## config.mk

```make
export PLATFORM = sky130hd
export DESIGN_NAME = if_stage
export DESIGN_NICKNAME = d
export VERILOG_FILES = /design/src/rtl/mips_pkg.sv /design/src/rtl/npc_calc.sv /design/src/rtl/if_stage.sv
export SDC_FILE = /design/constraint.sdc
export NUM_CORES = 1
export LEC_CHECK = 0
export CORE_MARGIN = 4
export CORE_UTILIZATION = 35
export DETAILED_ROUTE_END_ITERATION = 16
export GPL_ROUTABILITY_DRIVEN = 0
export PLACE_DENSITY = 0.57
export SETUP_SLACK_MARGIN = 0.3
export SYNTH_ARGS = -nofsm -noshare
export SYNTH_HDL_FRONTEND = slang
export SYNTH_HIERARCHICAL = 1
export SYNTH_SLANG_ARGS = --single-unit
export TNS_END_PERCENT = 30
```

## constraint.sdc

```tcl
create_clock -name clk -period 11.05 [get_ports clk]
set_input_delay 3.315 -clock clk [delete_from_list [all_inputs] [get_ports clk]]
set_output_delay 3.315 -clock clk [all_outputs]
set_load 0.02 [all_outputs]
```

## src/rtl/mips_pkg.sv

```systemverilog
// Shared definitions for the MIPS front end: next-PC select codes,
// fetch window, fetch FSM encodings and the IF/ID bundle.
package mips_pkg;

    localparam logic [1:0] NPC_SEQ = 2'b00;
    localparam logic [1:0] NPC_BR  = 2'b01;
    localparam logic [1:0] NPC_J   = 2'b10;
    localparam logic [1:0] NPC_JR  = 2'b11;

    localparam logic [31:0] RESET_PC  = 32'h0000_3000;
    localparam logic [31:0] IMEM_LO   = 32'h0000_3000;
    localparam logic [31:0] IMEM_HI   = 32'h0000_6FFF;
    localparam logic [31:0] NOP_INSTR = 32'h0000_0000;

    typedef enum logic [1:0] {
        ST_REQ  = 2'b00,
        ST_WAIT = 2'b01,
        ST_HOLD = 2'b10
    } fetch_state_t;

    typedef struct packed {
        logic [31:0] instr;
        logic [31:0] pc;
        logic        valid;
        logic        adel;
    } if_id_t;

endpackage

```

## src/rtl/npc_calc.sv

```systemverilog
// Redirect target mux and fetch-address legality check.
// Ports: npc_sel/id_pc4/ext_imm/j_index/jr_target -> target, is_xfer;
//        pc -> pc_bad (misaligned or outside LO..HI).
module npc_calc
    import mips_pkg::*;
#(
    parameter logic [31:0] LO = IMEM_LO,
    parameter logic [31:0] HI = IMEM_HI
) (
    input  logic [1:0]  npc_sel,
    input  logic [31:0] id_pc4,
    input  logic [31:0] ext_imm,
    input  logic [25:0] j_index,
    input  logic [31:0] jr_target,
    input  logic [31:0] pc,
    output logic [31:0] target,
    output logic        is_xfer,
    output logic        pc_bad
);

    // Top two immediate bits fall off the word shift.
    logic unused_imm;
    assign unused_imm = ^ext_imm[31:30];

    always_comb begin
        target = id_pc4;
        case (npc_sel)
            NPC_BR:  target = id_pc4 + {ext_imm[29:0], 2'b00};
            NPC_J:   target = {id_pc4[31:28], j_index, 2'b00};
            NPC_JR:  target = jr_target;
            default: target = id_pc4;
        endcase
    end

    assign is_xfer = (npc_sel != NPC_SEQ);

    assign pc_bad = (pc[1:0] != 2'b00) || (pc < LO) || (pc > HI);

endmodule

```

## src/rtl/if_stage.sv

```systemverilog
// Instruction fetch: PC, redirect, imem handshake, IF/ID register.
// Ports: clk/reset, stall/flush, redirect bundle, imem req/ack/rvalid,
//        IF/ID outputs (instr, pc, valid, adel).
module if_stage
    import mips_pkg::*;
#(
    parameter logic [31:0] RESET_PC = mips_pkg::RESET_PC,
    parameter logic [31:0] IMEM_LO  = mips_pkg::IMEM_LO,
    parameter logic [31:0] IMEM_HI  = mips_pkg::IMEM_HI
) (
    input  logic        clk,
    input  logic        reset,
    input  logic        stall,
    input  logic        flush,
    input  logic        redirect,
    input  logic [1:0]  npc_sel,
    input  logic [31:0] id_pc4,
    input  logic [31:0] ext_imm,
    input  logic [25:0] j_index,
    input  logic [31:0] jr_target,
    output logic        imem_req,
    output logic [31:0] imem_addr,
    input  logic        imem_ack,
    input  logic        imem_rvalid,
    input  logic [31:0] imem_rdata,
    output logic [31:0] if_id_instr,
    output logic [31:0] if_id_pc,
    output logic        if_id_valid,
    output logic        if_id_adel
);

    fetch_state_t state, state_n;
    logic [31:0]  pc, pc_n, pc4;
    logic [31:0]  hold_q, hold_n;
    logic         kill, kill_n;
    if_id_t       ifid_q, ifid_n, bubble;
    logic [31:0]  target;
    logic         is_xfer, pc_bad, take, req_c;

    npc_calc #(.LO(IMEM_LO), .HI(IMEM_HI)) u_npc (
        .npc_sel   (npc_sel),
        .id_pc4    (id_pc4),
        .ext_imm   (ext_imm),
        .j_index   (j_index),
        .jr_target (jr_target),
        .pc        (pc),
        .target    (target),
        .is_xfer   (is_xfer),
        .pc_bad    (pc_bad)
    );

    assign take   = redirect && !stall && is_xfer;
    assign pc4    = pc + 32'd4;
    assign bubble = '{instr: NOP_INSTR, pc: pc, valid: 1'b0, adel: 1'b0};

    always_comb begin
        state_n = state;
        pc_n    = pc;
        kill_n  = kill;
        hold_n  = hold_q;
        ifid_n  = stall ? ifid_q : bubble;
        req_c   = 1'b0;
        case (state)
            ST_REQ: begin
                if (pc_bad) begin
                    // Illegal address never reaches memory; the
                    // exception rides down the pipe in its own slot.
                    if (!stall) begin
                        ifid_n = '{instr: NOP_INSTR, pc: pc,
                                   valid: 1'b1, adel: 1'b1};
                        pc_n   = pc4;
                    end
                    if (take) pc_n = target;
                end else begin
                    req_c = 1'b1;
                    if (take) pc_n = target;
                    if (imem_ack) begin
                        state_n = ST_WAIT;
                        // Accepted on the old path: discard on return.
                        kill_n  = take;
                    end
                end
            end
            ST_WAIT: begin
                if (imem_rvalid) begin
                    if (kill || take) begin
                        kill_n  = 1'b0;
                        state_n = ST_REQ;
                        if (take) pc_n = target;
                    end else if (stall) begin
                        hold_n  = imem_rdata;
                        state_n = ST_HOLD;
                    end else begin
                        ifid_n  = '{instr: imem_rdata, pc: pc,
                                    valid: 1'b1, adel: 1'b0};
                        pc_n    = pc4;
                        state_n = ST_REQ;
                    end
                end else if (take) begin
                    pc_n   = target;
                    kill_n = 1'b1;
                end
            end
            ST_HOLD: begin
                if (take) begin
                    pc_n    = target;
                    state_n = ST_REQ;
                end else if (!stall) begin
                    ifid_n  = '{instr: hold_q, pc: pc,
                                valid: 1'b1, adel: 1'b0};
                    pc_n    = pc4;
                    state_n = ST_REQ;
                end
            end
            default: state_n = ST_REQ;
        endcase
        if (flush) ifid_n = bubble;
    end

    always_ff @(posedge clk or posedge reset) begin
        if (reset) begin
            state  <= ST_REQ;
            pc     <= RESET_PC;
            kill   <= 1'b0;
            hold_q <= NOP_INSTR;
            ifid_q <= '{instr: NOP_INSTR, pc: RESET_PC,
                        valid: 1'b0, adel: 1'b0};
        end else begin
            state  <= state_n;
            pc     <= pc_n;
            kill   <= kill_n;
            hold_q <= hold_n;
            ifid_q <= ifid_n;
        end
    end

    // Request is masked while reset is held so the port is quiet at once.
    assign imem_req    = req_c && !reset;
    assign imem_addr   = pc;
    assign if_id_instr = ifid_q.instr;
    assign if_id_pc    = ifid_q.pc;
    assign if_id_valid = ifid_q.valid;
    assign if_id_adel  = ifid_q.adel;

endmodule

```

## Word level (Yosys, flattened, before mapping)

Cells that the tools add are included.

| cells by class | value |
|---|---|
| add/sub/neg operators | 2 |
| multiply operators | 0 |
| divide/modulo/power cells | 0 |
| $lt $le $gt $ge | 2 |
| eq/ne operators | 11 |
| shifts and indexed selects | 0 |
| multiplexer cells | 34 |
| bitwise gates (word level) | 1 |
| reductions and logical operators | 16 |

Operator list:

| kind | number |
|---|---|
| $mux W66 | 9 |
| $pmux W66 S3 | 1 |
| $mux W32 | 6 |
| $pmux W32 S3 | 2 |
| $add A32 B3 Y32 const B | 1 |
| $add A32 B32 Y32 | 1 |
| $gt A32 B15 Y1 const B | 1 |
| $lt A32 B14 Y1 const B | 1 |
| $mux W2 | 7 |
| $ne A3 B3 Y1 const B | 3 |
| $reduce_and A4 Y1 | 2 |
| $mux W1 | 7 |
| $eq A2 B2 Y1 const B | 3 |
| $ne A2 B2 Y1 const B | 3 |
| $pmux W2 S3 | 1 |
| $reduce_bool A2 Y1 | 3 |
| $reduce_and A5 Y1 | 1 |
| $eq A2 B1 Y1 const B | 2 |
| $logic_and A1 B1 Y1 | 3 |
| $logic_or A1 B1 Y1 | 3 |
| $reduce_bool A3 Y1 | 1 |
| $logic_not A1 Y1 | 2 |
| $logic_not A2 Y1 | 1 |
| $pmux W1 S2 | 1 |
| $not A1 Y1 | 1 |

| storage, ports and cells | value |
|---|---|
| register bits | 133 |
| latch bits | 0 |
| bits in writable memories | 0 |
| bits in read-only memories | 0 |
| bits of input ports | 163 |
| output and inout bits | 99 |
| logic and storage cells | 74 |
| memories | 0 |

## Longest topological paths before layout

Gate-level depths: netlist of run 1.

| logic depth | value |
|---|---|
| depth in word-level cells | 8 |
| mapped depth | 16 |
| gate-level depth less buffers | 16 |

## Modules after synthesis

Netlist of run 1, hierarchy kept.

Modules (own cells, without submodules):

| module | instances | cells an instance | area an instance (µm²) | sequential area each (µm²) |
|---|---|---|---|---|
| if_stage | 1 | 915 | 7998.9 | 3333.2 |
| npc_calc | 1 | 259 | 2193.4 | 0.0 |

## Least setup slack after synthesis of run 1

OpenSTA, ideal clock, no wires.

| path | value |
|---|---|
| path type | input port to output port |
| start | in reset |
| end | out imem_req |
| data arrival time | 6.613 ns |
| data required time | 7.735 ns |
| slack | 1.122 ns |
| cell stages on the path | 2 |
| buffers on the path | 0 |
| cell sequence | inv_1 > and3_1 |

| on the way | value |
|---|---|
| longest elaborated chain between the ends | 2 |

RTL lines:

| element | RTL line | source |
|---|---|---|
| start, declared | if_stage.sv:12 | `input logic reset,` |
| $logic_not A1 Y1 | if_stage.sv:138 | `assign imem_req = req_c && !reset;` |
| $logic_and A1 B1 Y1 | if_stage.sv:138 |  |
| end, declared | if_stage.sv:21 | `output logic imem_req,` |

No other way between the ends.

## Worst setup path after layout of run 1

Same ends and word-level chain as after synthesis.

==> summary.txt, run 1 <==
Status
  – Status: complete, no violations

Logic synthesis
  – Register bit count reported by yosys: 133
  – Seq/Total Area, Yosys: about a third
  – Adder-cell share of the synthesized area: around 4.5%
  – Largest family of logic cells by synthesized area: compound AO/OA/AOI/OAI gates
  – Post-Synth XOR/XNOR Area: 4.21%
  – Mux cell area share after synthesis: under 10%
  – Post-synth top area share: 31.7%
  – Mapped Cells: about 1.2k
  – EDFF count, synth: 0
  – Mapped Area: a little over 10,000 sq um
  – Area contributors post-synth: dfrtp_1 (32%), a21oi_1 (6.1%), mux4_2 (5.7%), nand2_1 (4.6%), nor2_1 (4.4%)
  – Commonest register cell after synthesis: dfrtp_1
  – Post-synth ARST share: 100%
  – Synth Area in Simple Gates: between 20% and 30%
  – Most common cell in the netlist: dfrtp_1
  – Yosys warnings: 6
  – Most frequent cells after synthesis: dfrtp_1 (129), a21oi_1 (125), nand2_1 (125), nor2_1 (120), clkbuf_1 (57)
  – Post-synth top area cell: dfrtp_1
  – Avg Cell Area, Syn: 8.68 sq um
  – Synthesized Nets: approximately 1.4k
  – Synth Area in Compound Gates: 23.5%
  – Cell variety after synth: 86

Setup path
  – CP Class: input port to primary output
  – CP startpoint kind: input port
  – WP data arrival: around 5.3 ns
  – Worst setup EP type: primary output
  – Buf+Inv Stages, Crit Path: 3
  – Required @ worst endpoint: between 7 and 8 ns
  – Worst path slowest cell: clkdlybuf4s50_1
  – CP max FO: between 80 and 90
  – Worst reg2reg path depth: 10
  – RR Startpoint: imem_addr[12]$_DFFE_PP1P_
  – Delay-heaviest family, CP: buffers and inverters
  – Slowest stage delay, CP: roughly 0.63 ns
  – Crit path cell chain: clkdlybuf4s50_1 -> inv_6 -> and3_1 -> clkdlybuf4s50_1
  – RR Endpoint: imem_addr[29]$_DFFE_PP0P_
  – Cell mode on critical path: clkdlybuf4s50_1
  – Reg2Reg Setup Slack: a little under 8 ns

Drt
  – Top sig layer: met4
  – Routed length on met1: ~16 mm
  – Vias per cell: 5.70
  – Met2 wire length: ~16 mm
  – WL final: 36.2 mm
  – DRC errors left: 0
  – Met3 wire length: between 3 and 4 mm
  – Via count: between 10k and 15k
  – DRC marker count from the first detailed-route iteration: 840
  – DR WL/cell: 20.5 microns
  – Routed Antenna Nets: 0
  – Drt first pass iters: 7

Pwr
  – Pleak: about 0.0054 uW
  – Total power: 3090 uW
  – VDD IR max: 0.0894 mV
  – Power Density: 228 nW/um^2

Min path
  – Hold_sp: if_id_pc[12]$_DFF_PP1_
  – Worst-case hold path end point: if_id_pc[12]$_DFF_PP1_
  – HP Class: flip-flop to flip-flop
  – Cells on Worst Hold Path: 2

Placement
  – Buffers added on ports: between 200 and 300
  – Hpwl dp: roughly 26 mm
  – Placed insts: 1,735

CTS
  – Post-CTS Setup Bufs: 0
  – Max Root-Sink Buffers: 2
  – Clock-pin slew on the worst setup and hold paths: roughly 0.06 ns
  – Post-CTS Hold Buffers: 0
  – H-tree levels: 4
  – Sink Count: around 130
  – Root buf cell: clkbuf_16
  – TritonCTS clock tree: done
  – Post_cts resized: 0
  – CTS buffer count: 17
  – Worst skew pair latency: 0.43 ns

Floorplan
  – Std cell rows: 62
  – Core ar.: 28,700 sq um
  – Die Area: about 32,000 sq um
  – Initial Util: between 30% and 40%
  – Top Ports: around 260
  – Die Wd: ~180 microns
  – Die H: 179 microns

Layout
  – Post-Layout Cell Count: approximately 1.8k
  – Antenna cells: 0
  – Area Overhead vs Synth: 33.1%
  – Filler Cell Count: 2,785
  – Nets: 1,569
  – Share of cells above drive strength 1: 10.5%

GRT
  – Initial antenna violation count: 0
  – First-pass GRT wire length: between 50 and 60 mm
  – Vias in the first global route: about 10k
  – GRT Total Usage: a little under a quarter
  – Largest net degree at the start of global routing: 85
  – GR Overflow Total: 0

STA
  – Worst rel slew slack: between 20% and 30%
  – Final setup fails: 0
  – Final period utilization: between 70% and 80%
  – Hold Slack: approximately 0.46 ns
  – Min Clock Period, post-route: roughly 8.6 ns
  – Setup_tns: 0 ns
  – RSZ-0062 raised after global routing: no
  – Slew @ Worst Pin: approximately 1.1 ns
  – Worst Skew: between 0.01 and 0.015 ns
  – Max Slew Vio Count: 0
  – Max Fclk: roughly 120 MHz
  – Final Hold Viols: 0

Run
  – Maxcap violations: 0
==> routing by layer <==
layer  vias to the layer above  track usage, %
met5                         -               0
met4                         0            6.33
met3                        60            7.04
met2                       437            34.6
met1                      4819            30.7
li1                       4748               -
==> cell families after synthesis <==
logic type,count (synthesis)
xor gates and xnor gates,49
adders and majority gates,36
AOI/OAI and AO/OA,365
buffers and inverters,118
DFF,133
muxes,65
and+or+nand+nor,408
==> where the power goes <==
group	switching (uW)	internal, uW
Combinational	842	705
Clock	254	325
Sequential	281	683
Total	1380	1710
==> sequential cells by signal, summed over array words and instances (netlist names) <==
| register | flops |
|---|---|
| hold_q | 32 |
| if_id_adel | 1 |
| if_id_instr | 32 |
| if_id_pc | 32 |
| if_id_valid | 1 |
| imem_addr | 32 |
| kill | 1 |
| state | 2 |
==> cells in the final DEF, fill, tap and decap left out, types with 15 or more instances in the layout <==
master / instances
clkdlybuf4s50_1: 259
a211oi_1: 16
a21oi_1: 125
mux2_2: 32
a21o_1: 20
xor2_1: 19
clkbuf_16: 17
nor2_1: 120
inv_1: 15
nor4_1: 15
nor3_1: 23
dfrtp_1: 129
nand2_1: 125
a22oi_1: 35
xnor2_1: 30
ha_1: 35
nand3_1: 28
nand4_1: 23
o21ai_0: 43
buf_4: 16
mux4_2: 26
==> worst max path at each step <==
stage / from / endpoint / slack (ns) / depth (start not counted)
floorplan: reset / imem_req / 1.12 / 2
global placement: reset / imem_req / 2.36 / 4
detailed placement: reset / imem_req / 2.36 / 4
CTS: reset / imem_req / 2.36 / 4
global route: reset / imem_req / 2.25 / 4
finish: reset / imem_req / 2.41 / 4
==> metrics by stage <==
| stage | cell area (sq um) | setup WS, ns | utilization, % |
|---|---|---|---|
| after floorplan | 10200 | 1.12 | - |
| after global placement | 13000 | 2.36 | 45.2 |
| after detailed placement | 13000 | 2.36 | 45.2 |
| after CTS | 13600 | 2.36 | 47.3 |
| after global routing | 13600 | 2.25 | 47.3 |
| final | 13600 | 2.41 | 47.3 |
==> final cells by class <==
cell class	instances	area [sq um]	area share [%]
clock buffers	17	425	3.14
multi-input cells	923	6360	46.9
repair buffers	275	2710	20.0
well taps	384	480	3.54
inverters	20	80.1	0.590
clock inverters	15	174	1.28
flip-flops and latches	133	3330	24.6
==> worst reg2reg max path: cells and delay by family, from the launching register on <==
kind | cells | cell delay, ns
flip-flops | 1 | 0.71
buffers and inverters | 2 | 0.83
XOR/XNOR | 2 | 0.29
AND/OR/NAND/NOR | 6 | 1.39
No activity file was read; power rests on OpenSTA's default activity.
==> run 2: changes to the inputs <==
- clock period: 11.05 -> 7.98 ns (I/O delays scaled with it)
==> run 2 against run 1 <==
Clock power up 36%. Die area stayed put. Critical path depth unchanged. Sequential power rose by 39%. Power up 38%. Combinational power grew 38%. Final area up 0.12%. Routed wire length rose by 0.20%. Worst setup slack worse by 0.71 ns. Count of clock-buffer cells in the layout unchanged. Register-to-register slack got worse by 3.1 ns. Clock skew shrank 0.00085 ns. Largest cell class unchanged.
==> summary.txt, run 2 (synthesis gave the netlist of run 1 again) <==
STA
  – Max Slew Vio Count: 0 (unchanged)
  – Worst Skew: 0.00954 ns (was 0.0104 ns)
  – Max Fclk: 159 MHz
  – Final setup margin: 1.70 ns (was 2.41 ns)
  – Final period utilization: roughly 79%
  – Final Hold Viols: 0 (unchanged)
  – Final setup fails: 0 (unchanged)
  – Worst rel slew slack: 34.7% (was 24.8%)
  – Slew @ Worst Pin: 0.979 ns (was 1.12 ns)
  – RSZ-0062 raised after global routing: no (unchanged)
  – Min Clock Period, post-route: about 6.3 ns
  – Setup_tns: 0 ns (unchanged)
  – Hold Slack: 0.470 ns (was 0.463 ns)

CTS
  – Sink Count: 133 (unchanged)
  – Root buf cell: clkbuf_16 (unchanged)
  – Max Root-Sink Buffers: 2 (unchanged)
  – Clock-pin slew on the worst setup and hold paths: 0.06 ns (about the same)
  – Worst skew pair latency: 0.43 ns (about the same)
  – Post-CTS Hold Buffers: 0 (unchanged)
  – H-tree levels: 4 (unchanged)
  – TritonCTS clock tree: done (unchanged)
  – Post_cts resized: 0 (unchanged)
  – Post-CTS Setup Bufs: 0 (unchanged)
  – CTS buffer count: 17 (unchanged)

Pwr
  – VDD IR max: 0.160 mV (was 0.0894 mV)
  – Pint: 2370 uW (was 1710 uW)
  – Sw Share: 44.5% (was 44.6%)
  – Sequential share of power: 31.4% (was 31.2%)
  – Power Density: 314 nW/um^2 (was 228 nW/um^2)
  – Comb power frac: 50.2% (was 50.1%)
  – Total power: 4260 uW (was 3090 uW)
  – Net Switching: 1900 uW (was 1380 uW)
  – Pleak: 0.00540 uW (about the same)
  – Clock power share: 18.4% (was 18.7%)

Drt
  – DRC marker count from the first detailed-route iteration: 699 (was 840)
  – Via count: 10.2k (was 10.1k)
  – Routed Antenna Nets: 0 (unchanged)
  – Vias per cell: 5.77 (was 5.70)
  – Drt first pass iters: 5 (was 7)
  – DRC errors left: 0 (unchanged)
  – DR WL/cell: 20.5 microns (about the same)
  – WL final: 36.2 mm (about the same)

Setup path
  – Crit path cell chain: clkdlybuf4s50_1 -> clkinvlp_4 -> and3_1 -> clkdlybuf4s50_1 (was clkdlybuf4s50_1 -> inv_6 -> and3_1 -> clkdlybuf4s50_1)
  – Cell mode on critical path: clkdlybuf4s50_1 (unchanged)
  – CP Class: input port to primary output (unchanged)
  – Required @ worst endpoint: 5.59 ns (was 7.74 ns)
  – RR Startpoint: imem_addr[12]$_DFFE_PP1P_ (unchanged)
  – Worst reg2reg path depth: 10 (unchanged)
  – WP data arrival: 3.88 ns (was 5.32 ns)
  – Delay-heaviest family, CP: buffers and inverters (unchanged)
  – Worst path slowest cell: clkdlybuf4s50_1 (unchanged)
  – Buf+Inv Stages, Crit Path: 3 (unchanged)
  – CP max FO: 2 (was 84)
  – Slowest stage delay, CP: 0.58 ns (was 0.63 ns)
  – Worst setup EP type: primary output (unchanged)
  – Reg2Reg Setup Slack: 4.68 ns (was 7.75 ns)
  – RR Endpoint: imem_addr[29]$_DFFE_PP0P_ (unchanged)
  – CP startpoint kind: input port (unchanged)

Floorplan
  – Die Area: 31,900 sq um (unchanged)
  – Die H: 179 microns (unchanged)
  – Std cell rows: 62 (unchanged)
  – Core ar.: 28,700 sq um (unchanged)
  – Die Wd: 179 microns (unchanged)
  – Initial Util: 35.5% (unchanged)
  – Top Ports: 262 (unchanged)

Placement
  – DP Worst Slack: 1.64 ns (was 2.36 ns)
  – Buffers added on ports: 259 (unchanged)
  – Hpwl dp: 26.0 mm (was 26.1 mm)
  – Placement Cell Area: 13,000 sq um (about the same)

Min path
  – Worst-case hold path end point: if_id_pc[13]$_DFF_PP1_ (was if_id_pc[12]$_DFF_PP1_)
  – HP Class: flip-flop to flip-flop (unchanged)
  – Cells on Worst Hold Path: 2 (unchanged)
  – Hold_sp: if_id_pc[13]$_DFF_PP1_ (was if_id_pc[12]$_DFF_PP1_)

Layout
  – Filler Cell Count: 2,803 (was 2,785)
  – Share of cells above drive strength 1: 10.7% (was 10.5%)
  – Area Overhead vs Synth: 33.2% (was 33.1%)
  – Most common cell after layout, fill and taps aside: clkdlybuf4s50_1 (unchanged)
  – Nets: 1,572 (was 1,569)
  – Commonest cells after routing, fill and taps aside: clkdlybuf4s50_1 (259), dfrtp_1 (129), a21oi_1 (125), nand2_1 (125), nor2_1 (120) (unchanged)
  – Finished Cell Area: 13,600 sq um (about the same)
  – Antenna cells: 0 (unchanged)

Run
  – Maxcap violations: 0 (unchanged)

Status
  – Status: complete, no violations (unchanged)

GRT
  – Vias in the first global route: 9,959 (was 9,962)
  – GRT Total Usage: 22.5% (about the same)
  – Largest net degree at the start of global routing: 134 (was 85)
  – Initial antenna violation count: 0 (unchanged)
  – First-pass GRT wire length: 56.7 mm (about the same)
  – GR Overflow Total: 0 (unchanged)
==> run 2: stage by stage <==
step / utilization (%) / std cells
6_report: 47.3 / 1770
5_1_grt: 47.3 / 1770
4_1_cts: 47.3 / 1770
3_5_place_dp: 45.3 / 1738
3_3_place_gp: 45.3 / 1738
2_1_floorplan: - / 1174
==> run 2: layout make-up <==
| cell class | count | area [sq um] | share of cell area (%) |
|---|---|---|---|
| Multi-Input combinational cell | 923 | 6360 | 46.8 |
| Clock buffer | 17 | 425 | 3.13 |
| Sequential cell | 133 | 3330 | 24.5 |
| Timing Repair Buffer | 278 | 2750 | 20.2 |
| Inverter | 20 | 78.8 | 0.580 |
| Tap cell | 384 | 480 | 3.54 |
| Clock inverter | 15 | 156 | 1.15 |
==> run 2: per-layer routing <==
metal / vias to the layer above / track usage (%) / routed length [microns]
met4: 0 / 6.27 / 759
met3: 57 / 5.25 / 3130
li1: 4786 / - / -
met2: 455 / 34.5 / 16100
met5: - / 0 / 0
met1: 4915 / 32.0 / 16200
==> run 2: worst max path at each step <==
stage	from	end	cells after the start
floorplan	reset	imem_req	2
global placement	id_pc4[7]	imem_addr[19]$_DFFE_PP0P_	15
detailed placement	id_pc4[2]	imem_addr[24]$_DFFE_PP0P_	16
CTS	reset	imem_req	4
global route	reset	imem_req	4
finish	reset	imem_req	4
==> run 2: tightest hold or removal path, delay by kind of cell, from the launching register on <==
family	cells	cell delay, ns
compound gates	1	0.05
flops	1	0.37
simple gates	1	0.05
==> run 2: power by group through the flow <==
stage          Sequential [uW]  Clock (uW)  Combinational [uW]
2_1_floorplan             1350           0                1270
3_3_place_gp              1330           0                2120
3_5_place_dp              1340           0                2130
4_1_cts                   1330         805                2150
5_1_grt                   1380         837                2340
6_report                  1340         785                2140
==> run 3: changes to the inputs <==
- clock period: 7.98 -> 6.6 ns (I/O delays scaled with it)
==> run 3 against run 2 <==
Sequential share of layout area is 0.11 points lower. Global-route usage hardly changed. Combinational power is 22% higher. Die area stayed put. Sequential cell count stayed put. Highest routed layer unchanged.
==> summary.txt, run 3 (synthesis gave the netlist of run 1 again) <==
GRT
  – First-pass GRT wire length: 56.7 mm (about the same)
  – Met3 Use GR: 5.48% (was 5.25%)
  – Met2 global-route usage: 35.5% (was 34.5%)
  – GRT met1 Usage: 31.4% (was 32.0%)
  – Initial antenna violation count: 0 (unchanged)
  – Largest net degree at the start of global routing: 71 (was 134)
  – Vias in the first global route: 10.0k (was 9,959)
  – GRT busiest layer: met2 (unchanged)
  – GR Overflow Total: 0 (unchanged)
  – GRT Total Usage: 22.5% (about the same)

Status
  – Status: complete, no violations (unchanged)

CTS
  – Post_cts resized: 0 (unchanged)
  – TritonCTS clock tree: done (unchanged)
  – Post-CTS Setup Bufs: 0 (unchanged)
  – Max Root-Sink Buffers: 2 (unchanged)
  – Worst skew pair latency: 0.43 ns (about the same)
  – Post-CTS Hold Buffers: 0 (unchanged)
  – CTS buffer count: 17 (unchanged)
  – Root buf cell: clkbuf_16 (unchanged)
  – Clock-pin slew on the worst setup and hold paths: 0.06 ns (about the same)
  – H-tree levels: 4 (unchanged)
  – Sink Count: 133 (unchanged)

Min path
  – Hold_sp: if_id_pc[12]$_DFF_PP1_ (was if_id_pc[13]$_DFF_PP1_)
  – Cells on Worst Hold Path: 2 (unchanged)
  – HP Class: flip-flop to flip-flop (unchanged)
  – Worst-case hold path end point: if_id_pc[12]$_DFF_PP1_ (was if_id_pc[13]$_DFF_PP1_)

STA
  – Worst Skew: 0.00967 ns (was 0.00954 ns)
  – Final period utilization: about 84%
  – Final setup fails: 0 (unchanged)
  – Slew @ Worst Pin: 1.00 ns (was 0.979 ns)
  – Max Fclk: roughly 180 MHz
  – Worst rel slew slack: 32.4% (was 34.7%)
  – Max Slew Vio Count: 0 (unchanged)
  – RSZ-0062 raised after global routing: no (unchanged)
  – Min Clock Period, post-route: about 5.6 ns
  – Setup_tns: 0 ns (unchanged)
  – Final Hold Viols: 0 (unchanged)

Setup path
  – CP startpoint kind: input port (unchanged)
  – Cell mode on critical path: a21oi_1 (was clkdlybuf4s50_1)
  – CP Class: input port to flip-flop (was input port to primary output)
  – CP max FO: 4 (was 2)
  – Required @ worst endpoint: 6.90 ns (was 5.59 ns)
  – Worst path slowest cell: mux4_2 (was clkdlybuf4s50_1)
  – Crit path cell chain: clkdlybuf4s50_1 -> ha_1 -> inv_1 -> fa_1 -> nor2b_1 -> o2111ai_1 -> a21oi_1 -> o211ai_1 -> a21boi_0 -> o21a_1 -> nor2_1 -> xnor2_1 -> mux4_2 -> a221o_1 -> a21oi_1 -> nor3_1 (was clkdlybuf4s50_1 -> clkinvlp_4 -> and3_1 -> clkdlybuf4s50_1)
  – Slowest stage delay, CP: 0.53 ns (was 0.58 ns)
  – Worst setup EP type: flip-flop (was primary output)
  – WP data arrival: 5.87 ns (was 3.88 ns)
  – Critical Path Start: id_pc4[2] (was reset)
  – Buf+Inv Stages, Crit Path: 2 (was 3)
  – Delay-heaviest family, CP: compound AO/OA/AOI/OAI gates (was buffers and inverters)
  – RR Startpoint: imem_addr[13]$_DFFE_PP1P_ (was imem_addr[12]$_DFFE_PP1P_)
  – Reg2Reg Setup Slack: 3.45 ns (was 4.68 ns)
  – RR Endpoint: imem_addr[29]$_DFFE_PP0P_ (unchanged)
  – Worst reg2reg path depth: 11 (was 10)

Placement
  – Buffers added on ports: 259 (unchanged)
  – Placement Cell Area: 13,000 sq um (about the same)
  – Hpwl dp: 26.5 mm (was 26.0 mm)

Layout
  – Nets: 1,576 (was 1,572)
  – Share of cells above drive strength 1: 11.0% (was 10.7%)
  – Finished Cell Area: 13,600 sq um (about the same)
  – Antenna cells: 0 (unchanged)
  – Most common cell after layout, fill and taps aside: clkdlybuf4s50_1 (unchanged)
  – Commonest cells after routing, fill and taps aside: clkdlybuf4s50_1 (259), dfrtp_1 (129), a21oi_1 (125), nand2_1 (125), nor2_1 (120) (unchanged)
  – Area Overhead vs Synth: 33.8% (was 33.2%)

Drt
  – DRC errors left: 0 (unchanged)
  – DR WL/cell: 20.6 microns (was 20.5 microns)
  – DRC marker count from the first detailed-route iteration: 779 (was 699)
  – Vias per cell: 5.73 (was 5.77)
  – Via count: 10.2k (about the same)
  – WL final: 36.6 mm (was 36.2 mm)
  – Drt first pass iters: 7 (was 5)
  – Routed Antenna Nets: 0 (unchanged)

Floorplan
  – Die Area: 31,900 sq um (unchanged)
  – Core ar.: 28,700 sq um (unchanged)
  – Std cell rows: 62 (unchanged)
  – Initial Util: 35.5% (unchanged)
  – Die Wd: 179 microns (unchanged)
  – Top Ports: 262 (unchanged)
  – Die H: 179 microns (unchanged)

Run
  – Maxcap violations: 0 (unchanged)

Pwr
  – Pleak: 0.00543 uW (was 0.00540 uW)
  – Power Density: 384 nW/um^2 (was 314 nW/um^2)
  – VDD IR max: 0.162 mV (was 0.160 mV)
run 3: power breakdown:
part	switching (uW)	total [uW]	internal [uW]
combinational	1420	2610	1190
sequential	472	1620	1140
clock	431	1010	575
run 3: worst max path at each step:
stage                           endpoint  slack, ns  depth (start not counted)
5_1_grt        imem_addr[28]$_DFFE_PP0P_       0.71                         17
6_report       imem_addr[24]$_DFFE_PP0P_       1.03                         16
3_3_place_gp   imem_addr[24]$_DFFE_PP0P_       0.65                         16
4_1_cts        imem_addr[19]$_DFFE_PP0P_       1.06                         15
3_5_place_dp   imem_addr[24]$_DFFE_PP0P_       0.61                         16
2_1_floorplan                   imem_req       0.11                          2
run 3: tightest hold or removal path, stage by stage (launching register included):
cell,delay (ns)
dfstp_2,0.37
nand2_1,0.04
a21oi_1,0.05
run 3: through the flow:
stage          hold WS (ns)  util, %  instances  setup slack, ns  total power [uW]
3_5_place_dp          0.458     45.4       1742            0.615              4220
4_1_cts               0.467     47.5       1774             1.06              5250
2_1_floorplan         0.480        -       1174            0.109              3170
5_1_grt               0.497     47.5       1774            0.711              5560
3_3_place_gp          0.454     45.4       1742            0.651              4190
6_report              0.465     47.5       1774             1.03              5230
run 3: per-layer routing:
metal / share of wire (%) / vias to the layer above
li1: - / 4795
met1: 44 / 4880
met2: 45 / 454
met3: 8.9 / 38
met4: 1.6 / 0
met5: 0 / -
run 3: area by class of cell:
class,instances,area [sq um]
fill,2772,15100
multi-input combinational,923,6360
sequential,133,3330
timing repair buffer,282,2780
tap,384,480
clock buffer,17,425
clock inverter,15,188
inverter,20,78.8
